[config.mk]
export PLATFORM = sky130hd
export DESIGN_NAME = crossing_request_arbiter
export DESIGN_NICKNAME = d
export VERILOG_FILES = /design/src/rtl/crossing_request_arbiter.sv
export SDC_FILE = /design/constraint.sdc
export NUM_CORES = 1
export LEC_CHECK = 0
export BUFFER_PORTS_ARGS = -buffer_cell sky130_fd_sc_hd__buf_2
export CORE_ASPECT_RATIO = 1.1
export CORE_UTILIZATION = 42
export CTS_BUF_LIST = sky130_fd_sc_hd__clkbuf_4
export DETAILED_ROUTE_END_ITERATION = 10
export PLACE_DENSITY = 0.63
export SETUP_SLACK_MARGIN = 0.4
export SYNTH_ARGS = -nofsm -noshare
export SYNTH_HDL_FRONTEND = slang
export SYNTH_SLANG_ARGS = --single-unit
[constraint.sdc]
create_clock -name clk -period 6.6 [get_ports clk]
set_clock_uncertainty 0.15 [all_clocks]
set_input_delay 1.32 -clock clk [delete_from_list [all_inputs] [get_ports clk]]
set_output_delay 1.32 -clock clk [all_outputs]
set_load 0.01 [all_outputs]
[src/rtl/crossing_request_arbiter.sv]
// Pedestrian push-button collector and one-at-a-time service arbiter.
// Debounce, latch, round-robin with urgent escalation, req/ack/done handshake.
module crossing_request_arbiter #(
  parameter int N_REQ             = 3,
  parameter int DEBOUNCE_CYCLES   = 100,
  parameter int TICKS_PER_S       = 10000,
  parameter int MAX_WAIT_S        = 60,
  parameter int SERVICE_TIMEOUT_S = 30,
  localparam int IW = (N_REQ > 1) ? $clog2(N_REQ) : 1
) (
  input  logic             clk,
  input  logic             reset,
  input  logic             enable,
  input  logic [N_REQ-1:0] btn_raw,
  output logic             svc_req,
  output logic [IW-1:0]    svc_id,
  input  logic             svc_ack,
  input  logic             svc_done,
  output logic [N_REQ-1:0] pending,
  output logic [N_REQ-1:0] urgent,
  output logic             busy,
  output logic             timeout_err
);

  localparam int DW = (DEBOUNCE_CYCLES > 1) ? $clog2(DEBOUNCE_CYCLES) : 1;
  localparam int TW = (TICKS_PER_S > 1) ? $clog2(TICKS_PER_S) : 1;
  localparam int WW = $clog2(MAX_WAIT_S + 1);
  localparam int SW = $clog2(SERVICE_TIMEOUT_S + 1);

  typedef enum logic [1:0] {
    IDLE,
    OFFER,
    SERVE,
    CLEAR
  } state_t;

  state_t state;

  logic [N_REQ-1:0] sync1;
  logic [N_REQ-1:0] sync2;
  logic [N_REQ-1:0] db;
  logic [N_REQ-1:0] db_q;
  logic [N_REQ-1:0] rise;
  logic [DW-1:0]    db_cnt [N_REQ];

  logic [TW-1:0]    tb_cnt;
  logic             tick;

  logic [WW-1:0]    wait_cnt [N_REQ];
  logic [SW-1:0]    svc_cnt;

  logic [IW-1:0]    last_grant;
  logic [IW-1:0]    winner;
  logic [IW-1:0]    idx;
  logic             found;
  logic [N_REQ-1:0] cand;
  logic [N_REQ-1:0] urg_p;
  logic [N_REQ-1:0] offered;
  logic [N_REQ-1:0] accept;

  // two-flop synchroniser on the raw buttons
  always_ff @(posedge clk or posedge reset) begin
    if (reset) begin
      sync1 <= '0;
      sync2 <= '0;
    end else begin
      sync1 <= btn_raw;
      sync2 <= sync1;
    end
  end

  // debounced level flips after a run of differing synced samples
  always_ff @(posedge clk or posedge reset) begin
    if (reset) begin
      db   <= '0;
      db_q <= '0;
      for (int i = 0; i < N_REQ; i++) begin
        db_cnt[i] <= '0;
      end
    end else begin
      db_q <= db;
      for (int i = 0; i < N_REQ; i++) begin
        if (sync2[i] == db[i]) begin
          db_cnt[i] <= '0;
        end else if (db_cnt[i] == DW'(DEBOUNCE_CYCLES - 1)) begin
          db[i]     <= sync2[i];
          db_cnt[i] <= '0;
        end else begin
          db_cnt[i] <= db_cnt[i] + DW'(1);
        end
      end
    end
  end

  assign rise = db & ~db_q;

  // free-running second timebase, tick on the wrap cycle
  always_ff @(posedge clk or posedge reset) begin
    if (reset) begin
      tb_cnt <= '0;
    end else if (tick) begin
      tb_cnt <= '0;
    end else begin
      tb_cnt <= tb_cnt + TW'(1);
    end
  end

  assign tick = (tb_cnt == TW'(TICKS_PER_S - 1));

  // which requester is on offer / being accepted this cycle
  always_comb begin
    offered = '0;
    accept  = '0;
    for (int i = 0; i < N_REQ; i++) begin
      offered[i] = (state == OFFER) && (svc_id == IW'(i));
      accept[i]  = offered[i] && svc_ack;
    end
  end

  // request latch and per-requester wait-seconds counters
  always_ff @(posedge clk or posedge reset) begin
    if (reset) begin
      pending <= '0;
      for (int i = 0; i < N_REQ; i++) begin
        wait_cnt[i] <= '0;
      end
    end else begin
      for (int i = 0; i < N_REQ; i++) begin
        if (rise[i]) begin
          pending[i] <= 1'b1;
        end else if (accept[i]) begin
          pending[i] <= 1'b0;
        end
        if (accept[i]) begin
          wait_cnt[i] <= '0;
        end else if (tick && pending[i] && !offered[i] &&
                     wait_cnt[i] != WW'(MAX_WAIT_S)) begin
          wait_cnt[i] <= wait_cnt[i] + WW'(1);
        end
      end
    end
  end

  // starvation flag straight from the saturating wait counters
  always_comb begin
    urgent = '0;
    for (int i = 0; i < N_REQ; i++) begin
      urgent[i] = (wait_cnt[i] >= WW'(MAX_WAIT_S));
    end
  end

  // round-robin pick over the urgent set if any, else over pending
  always_comb begin
    urg_p  = urgent & pending;
    cand   = (|urg_p) ? urg_p : pending;
    winner = last_grant;
    found  = 1'b0;
    idx    = last_grant;
    for (int k = 0; k < N_REQ; k++) begin
      idx = (idx == IW'(N_REQ - 1)) ? '0 : idx + IW'(1);
      if (!found && cand[idx]) begin
        winner = idx;
        found  = 1'b1;
      end
    end
  end

  // offer / serve handshake with service timeout
  always_ff @(posedge clk or posedge reset) begin
    if (reset) begin
      state       <= IDLE;
      svc_req     <= 1'b0;
      svc_id      <= '0;
      busy        <= 1'b0;
      timeout_err <= 1'b0;
      svc_cnt     <= '0;
      last_grant  <= IW'(N_REQ - 1);
    end else begin
      unique case (state)
        IDLE: begin
          if (enable && (|pending)) begin
            svc_id  <= winner;
            svc_req <= 1'b1;
            busy    <= 1'b1;
            state   <= OFFER;
          end
        end
        OFFER: begin
          if (svc_ack) begin
            svc_req <= 1'b0;
            svc_cnt <= '0;
            state   <= SERVE;
          end else if (!enable) begin
            svc_req <= 1'b0;
            busy    <= 1'b0;
            state   <= IDLE;
          end
        end
        SERVE: begin
          if (svc_done) begin
            busy  <= 1'b0;
            state <= CLEAR;
          end else if (svc_cnt == SW'(SERVICE_TIMEOUT_S)) begin
            timeout_err <= 1'b1;
            busy        <= 1'b0;
            state       <= CLEAR;
          end else if (tick) begin
            svc_cnt <= svc_cnt + SW'(1);
          end
        end
        CLEAR: begin
          last_grant <= svc_id;
          svc_cnt    <= '0;
          state      <= IDLE;
        end
        default: state <= IDLE;
      endcase
    end
  end

endmodule
# --- Word level (Yosys, flattened, before mapping) ---
# Index checks and enable logic that the tools add are counted.
totals:
  register_bits: 82
  input_bits: 8
  out_inout_bits: 11
  wordCells: 173
classes:
  addsub: 11
  n_lt_le_gt_ge: 6
  n_eq_ne: 28
  n_mux: 53
  bitwise_logic: 7
  n_reduce_logical: 45
op_table:
  columns: ["cell", "n"]
  rows:
  - ["two-way mux 7 bit", 6]
  - ["two-way mux 6 bit", 6]
  - ["two-way mux 2 bit", 11]
  - ["adder 7 x 1 -> 7 bit, second input constant", 3]
  - ["equality test 7 bit, second input constant", 3]
  - ["two-way mux 5 bit", 4]
  - ["adder 6 x 1 -> 6 bit, second input constant", 3]
  - ["greater-or-equal comparator 6 bit, second input constant", 3]
  - ["logical AND 1 bit", 18]
  - ["!= test 6 bit, second input constant", 3]
  - ["two-way mux 1 bit", 17]
  - ["one-hot mux 5 bit (3 select lines)", 1]
  - ["adder 14 x 1 -> 14 bit, second input constant", 1]
  - ["equality test 14 bit, second input constant", 1]
  - ["two-way mux 14 bit", 1]
  - ["!= test 2 bit, second input constant", 7]
  - ["nonzero test 2 bit", 7]
  - ["equality test 2 bit, second input constant", 6]
  - ["AND reduction 5 bit", 2]
  - ["less-than comparator 2 x 3 -> 1 bit, second input constant", 3]
  - ["AND reduction 3 bit", 3]
  - ["one-hot mux 2 bit (4 select lines)", 1]
  - ["AND reduction 2 bit", 4]
  - ["adder 2 x 1 -> 2 bit, second input constant", 3]
  - ["other kinds (16)", 33]

# --- Depth between registers and ports, before layout ---
# Gate-level depths: netlist of run 1.
logic_depth:
  word_depth: 13
  mapped_depth: 8
  ltp_nobuf: 6

# --- Least setup slack after synthesis of run 1 ---
# OpenSTA, ideal clock, no wires.
synth_path:
  path_type: "input to register"
  start: "in svc_ack"
  end: "reg svc_cnt[2]"
  setup_ns: 0.122
  t_arrival_ns: 2.325
  required_ns: 6.328
  setup_slack_ns: 4.003
  cell_stages: 4
  n_path_buf: 1
  cell_sequence: "clkbuf_1 -> nor2b_1 -> or3_1 -> a32o_1"
synth_between:
  elab_chain_len: 2
synth_lines:
  columns: ["item", "line", "text"]
  rows:
  - ["start, declared", "17", "input logic svc_ack,"]
  - ["!= test 2 bit (no line)", null, null]
  - ["AND reduction 5 bit (no line)", null, null]
  - ["end signal, assigned", "208", "svc_cnt <= svc_cnt + SW'(1);"]
  - ["end, declared", "50", "logic [SW-1:0] svc_cnt;"]
# Every way passes these cells.
# A chain may end at the register's enable or synchronous reset.

# --- Final worst setup path of run 1 ---
layout_path:
  start: "reg tb_cnt[0]"
  end: "reg svc_cnt[3]"
layout_between:
  elab_chain_len: 3
layout_lines:
  columns: ["item", "line", "text"]
  rows:
  - ["start, declared", "46", "logic [TW-1:0] tb_cnt;"]
  - ["start signal, assigned", "104", "tb_cnt <= tb_cnt + TW'(1);"]
  - ["equality test 14 bit", "108", "assign tick = (tb_cnt == TW'(TICKS_PER_S - 1));"]
  - ["!= test 2 bit (no line)", null, null]
  - ["AND reduction 5 bit (no line)", null, null]
# Every way passes these cells.

==> impl_metrics.tcl, run 1 <==
set metrics [dict create \
    status "complete, no violations" \
    cts.sinks 82 \
    timing.rr.start "tb_cnt[0]" \
    cts_buffers 9 \
    syn2layout_area_growth_pct 7.82 \
    path_cells "ha_1, and3_1, nand4_1, or3_1, a32o_1" \
    synth_edf_count 0 \
    place_congestion 0.785 \
    gr-total-overflow 0 \
    final_cell_mix "81 x dfrtp_1, 32 x nor2_1, 26 x inv_1, 26 x nand2_1, 25 x nand3_1" \
    ctsResizeCount 0 \
    synth_area_per_cell_um2 10.2 \
    drv_slew 0 \
    num_antenna_cells 0 \
    place_area_um2 4280 \
    cts.htree.levels 3 \
    final_area_um2 4420 \
    yosys.area.top_type_share_pct 49.5 \
    finalCriticalPeriod_ns 2.98 \
    ff2ff_setup_slack_ns 3.62 \
    crit_required_ns 6.76 \
    cap_violations 0 \
    synth_area_leaders "dfrtp_1 49%, ha_1 5.2%, xnor2_1 3.4%, nand3_1 3.1%, nor2_1 2.9%" \
    clk_latency_ns 0.42 \
    grt_pass1_wl_um 13000 \
    worst_path_max_delay_cell "nand4_1" \
    initial_core_util_pct 43.6 \
    drtIter0Drc 155 \
    grt_max_degree 83 \
    wl_per_cell_um 13.7 \
    synth_warnings 0 \
    port_buffers 18 \
    whs_path_depth 0 \
    yosysSeqAreaShare_pct 50.1 \
    p_leak_nw 1.96 \
    synthSimpleGateAreaFrac_pct 18.8 \
    track_usage_pct 16.2 \
    synth_nets 426 \
    period_share_pct 45.1 \
    antenna_found_initial 0 \
    nets 443 \
    critPathMaxStageDelay_ns 0.82 \
    wirelength_um 7420 \
    final_common_cell "dfrtp_1" \
    cts_tree "yes" \
    die_w_um 96.2 \
    clock.fmax_ghz 0.336 \
    drtPass1Iterations 4 \
    cts_root_buf "clkbuf_4" \
    synth_fa_ha_area_share_pct 5.19 \
    viasPerCell 5.43 \
    synthMuxAreaShare_pct 2.60 \
    hold_buffers 0 \
    post_cts_buffers 0 \
    crit_type "flop to flop" \
    die_area_um2 10200 \
    drc 0 \
    tightest_slew_ns 1.05 \
    pre_cts_ws_ns 3.66 \
    hold_violations 0 \
    setup_viol 0 \
    min_to "sync2[1]" \
    totalPowerFinal_mw 1.29 \
    timing.final.ws_setup_ns 3.62 \
    ir_drop_mv 0.0840 \
    rsz0062_at_grt "no" \
    startpoint_type "flop" \
    coreArea_um2 9400 \
    hold_path_startpoint "sync1[1]" \
    worst_r2r_endpoint "svc_cnt[3]" \
    rows 37 \
    grt_pass1_vias 2907 \
    synth_area_um2 4100 \
    io_pins 19 \
    cp-end-kind "flop" \
    drtAntennaViolNets 0 \
    netlist_instances 401 \
    critPathMaxFanout 30 \
    dieHeight_um 106 \
    ys_async_sr_fraction_pct 100 \
    power.density_nw_per_um2 293 \
    cp.arrival_ns 3.14 \
    synth_area_leader_cell "dfrtp_1" \
    dr_total_vias 2933 \
    hp-class "flop to flop" \
    crit_family "simple AND/OR/NAND/NOR gates" \
    clkSlewWorstSetupHoldPaths_ns 0.14 \
    path_buf_inv 0 \
    ys_types 53 \
    synth_xor_area_share_pct 6.20 \
    dp_hpwl_um 5040 \
    synth_seq_cells 82 \
    synthFlopType "dfrtp_1" \
    tns_ns 0 \
    utilization_pct 47.0 \
    drive_above_1_share_pct 11.6 \
    rr_worst_depth 5 \
    relSlewSlack_pct 30.0 \
    synth_compound_area_share_pct 13.1 \
    synth_top_family_by_area "simple AND/OR/NAND/NOR gates" \
    cts_max_path_buffers 2 \
]
-- worst max path at each step --
stage | start | endpoint | slack [ns] | cells past startpoint
final | tb_cnt[0] | svc_cnt[3] | 3.62 | 5
after global routing | tb_cnt[0] | svc_cnt[2] | 3.35 | 5
after floorplan | reset | asynchronous set/reset pin | 3.02 | 1
after CTS | tb_cnt[0] | svc_cnt[3] | 3.62 | 5
after global placement | tb_cnt[0] | svc_cnt[2] | 3.74 | 5
after detailed placement | tb_cnt[0] | svc_cnt[3] | 3.66 | 5
-- Yosys cell counts (5+ instances only) --
master,count
dfrtp_1,81
nor2_1,32
inv_1,27
nand2_1,26
nand3_1,25
a21oi_1,21
ha_1,17
xnor2_1,16
o21ai_0,13
xor2_1,13
o31ai_1,10
and3_1,8
clkbuf_1,7
nand4_1,7
or3_1,6
or4_1,6
mux2_2,5
mux2i_1,5
nand2b_1,5
-- final cells by class --
type | instances | area (um2)
fillers | 908 | 4980
flip-flops and latches | 82 | 2050
multi-input cells | 279 | 1880
well taps | 117 | 146
inverters | 27 | 103
repair buffers | 19 | 97.6
clock buffers | 11 | 82.6
clock inverters | 5 | 55.1
-- cells by family after synthesis --
family | after synthesis
flip-flops | 82
AND/OR/NAND/NOR | 144
AO/OA/AOI/OAI | 79
buffers and inverters | 40
adder cells (fa/ha/maj) | 17
XOR/XNOR | 29
multiplexers | 10
-- per-layer routing --
metal / GRT usage [%] / vias up / part of all wire, %
met5: 0 / - / 0
met4: 6.93 / 0 / 1.6
met3: 2.89 / 10 / 2.4
met2: 25.9 / 32 / 48
met1: 21.4 / 1430 / 48
li1: - / 1461 / -
-- sequential cells by signal, summed over array words and instances, names as in the netlist, 2 cells and up, named ones only --
register	flops
svc_id	2
sync1	3
wait_cnt	18
sync2	3
svc_cnt	5
tb_cnt	14
db_cnt	21
db	3
last_grant	2
pending	3
db_q	3
-- metrics by stage --
step                hold slack (ns)  std cells
finish                        0.209        540
global route                  0.230        540
CTS                           0.214        540
detailed placement            0.186        524
global placement              0.182        524
floorplan                     0.181        401
-- where the power goes --
| part | internal [mW] | leakage [nW] | switching [mW] |
|---|---|---|---|
| combinational | 0.139 | 0.815 | 0.188 |
| sequential | 0.581 | 1.08 | 0.0938 |
| clock | 0.123 | 0.0729 | 0.169 |
No activity file was read; power rests on OpenSTA's default activity.
==> inputs of run 2 (changes only) <==
Settings changed: PLACE_DENSITY 0.63 to 0.65.
Clock period 6.6 ns to 2.5 ns, I/O delays scaled along.
==> impl_metrics.tcl, run 2 (synthesized netlist as in run 1, its figures left out) <==
set metrics [dict create \
    path_cells "ha_4, and2b_4, a221o_1, or4_4, a21oi_2" \
    status "complete, no violations" \
    critPathMaxFanout 7 \
    crit_required_ns 2.69 \
    drtAntennaViolNets 0 \
    port_buffers 18 \
    pre_cts_ws_ns 0.288 \
    setup_viol 0 \
    finalCriticalPeriod_ns 2.12 \
    die_area_um2 10200 \
    place_area_um2 4310 \
    final_common_cell "dfrtp_1" \
    fillCellCount 875 \
    cts_max_path_buffers 2 \
    wl_per_cell_um 14.3 \
    combPwrFrac_pct 28.2 \
    coreArea_um2 9400 \
    ir_drop_mv 0.465 \
    utilization_pct 48.7 \
    rsz0062_at_grt "yes" \
    final_cell_mix "80 x dfrtp_1, 32 x nor2_1, 26 x nand2_1" \
    wirelength_um 7920 \
    hp-class "input port to flop" \
    hold_violations 0 \
    multi_input_area_um2 1940 \
    cts.htree.levels 3 \
    path_buf_inv 0 \
    cts_tree "yes" \
    relSlewSlack_pct 69.4 \
    cp-end-kind "flop" \
    track_usage_pct 16.8 \
    cts.sinks 82 \
    seqPwrFrac_pct 50.3 \
    period_share_pct 84.7 \
    p_int_mw 2.31 \
    num_antenna_cells 0 \
    tightest_slew_ns 0.453 \
    syn2layout_area_growth_pct 11.6 \
    holdWs_ns 0.0379 \
    gr-total-overflow 0 \
    drtIter0Drc 138 \
    cts_buffers 9 \
    drv_slew 0 \
    regArea_um2 2050 \
    clkSlewWorstSetupHoldPaths_ns 0.13 \
    crit_family "simple AND/OR/NAND/NOR gates" \
    regMostFlops "db_cnt" \
    grt_pass1_wl_um 13400 \
    power.density_nw_per_um2 776 \
    io_pins 19 \
    totalPowerFinal_mw 3.55 \
    tns_ns 0 \
    reg_top3 "db_cnt (21), wait_cnt (18), tb_cnt (14)" \
    grt_pass1_vias 2917 \
    p_sw_mw 1.24 \
    place_congestion 0.792 \
    timing.final.ws_setup_ns 0.382 \
    critPathMaxStageDelay_ns 0.50 \
    cp.arrival_ns 2.31 \
    dp_hpwl_um 5600 \
    final_area_um2 4570 \
    p_clk_share_pct 21.5 \
    antenna_found_initial 0 \
    initial_core_util_pct 43.6 \
    die_w_um 96.2 \
    worst_path_max_delay_cell "or4_4" \
    startpoint_type "flop" \
    dieHeight_um 106 \
    viasPerCell 5.51 \
    clk_latency_ns 0.41 \
    drc 0 \
    cts_root_buf "clkbuf_4" \
    finalNonFillerCells 552 \
    largest_reg_flops 21 \
    dr_total_vias 3041 \
    crit_type "flop to flop" \
    p_leak_nw 2.01 \
    clock.fmax_ghz 0.472 \
    cap_violations 0 \
    nets 455 \
    rows 37 \
    drive_above_1_share_pct 17.0 \
    grt_max_degree 31 \
    switching_share_pct 34.9 \
    drtPass1Iterations 4 \
    placed_cells 528 \
]
## run 2: path summary, 6_finish.rpt
kind	depth (start not counted)	endpoint	startpoint	slack (ns)
max in group asynchronous	4	wait_cnt[9]	reset	1.06
setup / recovery	5	wait_cnt[4]	state[0]	0.38
hold reg to reg	0	sync2[0]	sync1[0]	0.21
min in group asynchronous	3	pending[0]	reset	0.47
hold / removal	1	sync1[2]	btn_raw[2]	0.04
setup reg to reg	5	wait_cnt[4]	state[0]	0.38
## run 2: timing repair
item,4_1_cts,5_1_grt
endpoints found under the hold margin,14,0
buffers inserted,2,5
resized for setup,6,12
hold buffers,1,0
pin swaps,0,5
endpoints found under the setup margin,13,15
## run 2: final cells by class
type / instances / share of cell area (%)
multi-input cells: 279 / 42.3
well taps: 117 / 3.20
flip-flops and latches: 82 / 44.9
repair buffers: 31 / 4.24
clock inverters: 5 / 1.20
inverters: 27 / 2.30
clock buffers: 11 / 1.81
## run 2: routing by layer
metal	global-route usage [%]	up-vias	wire [um]
li1	-	1490	-
met1	22.6	1505	3730
met2	27.5	40	3930
met3	2.38	6	192
met4	5.86	0	70
met5	0	-	0
## run 2: power groups by stage
stage	sequential (mW)	combinational, mW	clock [mW]
final	1.79	1.00	0.763
after global routing	1.83	1.13	0.833
after CTS	1.78	0.927	0.786
after detailed placement	1.81	0.888	0
after global placement	1.80	0.867	0
after floorplan	1.74	0.690	0
==> inputs of run 3 (changes only) <==
Settings changed: PLACE_DENSITY 0.65 to 0.63.
Clock period 2.5 ns to 2.15 ns, I/O delays scaled along.
==> impl_metrics.tcl, run 3 (synthesized netlist as in run 1, its figures left out) <==
set metrics [dict create \
    relSlewSlack_pct 64.8 \
    period_share_pct 95.4 \
    syn2layout_area_growth_pct 25.7 \
    regMostFlops "db_cnt" \
    timing.rr.start "state[0]" \
    setup_viol 0 \
    dr_total_vias 3270 \
    crit_start "state[0]" \
    drtIter0Drc 252 \
    rr_worst_depth 5 \
    coreArea_um2 9400 \
    nets 497 \
    dp_hpwl_um 5570 \
    drv_slew 0 \
    hold_violations 0 \
    dieHeight_um 106 \
    wirelength_um 8720 \
    utilization_pct 54.8 \
    rows 37 \
    pre_cts_ws_ns 0.0490 \
    rsz0062_at_grt "yes" \
    viasPerCell 5.53 \
    status "complete, no violations" \
    initial_core_util_pct 43.6 \
    place_congestion 0.806 \
    final_common_cell "dfrtp_1" \
    largest_reg_flops 21 \
    power.density_nw_per_um2 913 \
    wl_per_cell_um 14.8 \
    cts_root_buf "clkbuf_4" \
    drive_above_1_share_pct 28.9 \
    timing.final.ws_setup_ns 0.0984 \
    clk_latency_ns 0.42 \
    finalCriticalPeriod_ns 2.05 \
    path_buf_inv 0 \
    grt_pass1_vias 3345 \
    grt_max_degree 34 \
    tightest_slew_ns 0.527 \
    grt_pass1_wl_um 14900 \
    ir_drop_mv 0.361 \
    path_cells "ha_4, and2b_4, a221o_1, or4_1, a21oi_1" \
    p_leak_nw 2.28 \
    cp.arrival_ns 2.25 \
    crit_type "flop to flop" \
    startpoint_type "flop" \
    tns_ns 0 \
    track_usage_pct 18.8 \
    hold_path_startpoint "svc_done" \
    cap_violations 0 \
    antenna_found_initial 0 \
    clock.fmax_ghz 0.487 \
    drc 0 \
    gr-total-overflow 0 \
    critPathMaxStageDelay_ns 0.47 \
    cts_tree "yes" \
    cts_buffers 9 \
    cts.htree.levels 3 \
    cts_max_path_buffers 2 \
    io_pins 19 \
    drtPass1Iterations 4 \
    critPathMaxFanout 6 \
    die_area_um2 10200 \
    totalPowerFinal_mw 4.70 \
    crit_family "simple AND/OR/NAND/NOR gates" \
    reg_top3 "db_cnt (21), wait_cnt (18), tb_cnt (14)" \
    finalNonFillerCells 591 \
    crit_required_ns 2.35 \
    worst_path_max_delay_cell "dfrtp_2" \
    cts.sinks 82 \
    hp-class "input port to flop" \
    path_depth 5 \
    num_antenna_cells 0 \
    drtAntennaViolNets 0 \
    port_buffers 18 \
    clkSlewWorstSetupHoldPaths_ns 0.12 \
    placed_cells 533 \
    cp-end-kind "flop" \
    final_cell_mix "76 x dfrtp_1, 45 x buf_4, 32 x nor2_1" \
    whs_path_depth 2 \
    die_w_um 96.2 \
]
## run 3: cell types whose count changed in the layout (fill, tap and decap cells not counted), sizes merged
cell,delta
buf,+39
clkbuf,-2
clkinvlp,-1
bufinv,+2
dlygate4sd3,+3
clkinv,-2
## run 3: timing repair
item / CTS / global route
hold buffers: 4 / 0
buffers inserted: 33 / 7
gates cloned: 1 / 0
setup endpoints to repair: 26 / 33
gates resized for setup: 31 / 26
endpoints found under the hold margin: 22 / 0
pin swaps: 22 / 15
## run 3: final timing paths
kind / end / slack (ns)
worst min register to register: sync2[0] / 0.21
worst max register to register: wait_cnt[2] / 0.1
worst max-delay path: wait_cnt[2] / 0.1
min in group asynchronous: wait_cnt[5] / 0.44
worst min-delay path: timeout_err / 0.07
max in group asynchronous: last_grant[1] / 0.82
## run 3: area by class of cell
cell class                      count  area [um2]
Tap cell                          117         146
Multi-Input combinational cell    279        2090
Clock inverter                      4        93.8
Clock buffer                        9        67.6
Timing Repair Buffer               73         589
Fill cell                         817        4250
Sequential cell                    82        2060
Inverter                           27         105
## run 3: worst reg2reg max path: stages (launching register included)
cell	delay, ns
dfrtp_2	0.47
ha_4	0.19
and2b_4	0.18
a221o_1	0.40
or4_1	0.42
a21oi_1	0.16
## run 3: power by group
group          leakage (nW)  total, mW  internal (mW)  switching, mW
registers              1.07       2.08           1.79          0.287
clock network        0.0854       1.05          0.567          0.487
logic                  1.13       1.57          0.759          0.807
## run 3: per-layer routing
metal | up-vias | global-route usage (%) | part of all wire, %
li1 | 1577 | - | -
met1 | 1624 | 22.5 | 44
met2 | 51 | 30.9 | 51
met3 | 18 | 3.90 | 2.6
met4 | 0 | 11.0 | 2.6
met5 | - | 0 | 0
## run 3: per-stage QoR
| step | hold WS [ns] | instance area [um2] |
|---|---|---|
| final | 0.0735 | 5150 |
| after CTS | 0.0490 | 5000 |
| after detailed placement | 0.185 | 4430 |
| after global placement | 0.184 | 4430 |
| after floorplan | 0.181 | 4160 |
| after global routing | 0.0459 | 5150 |
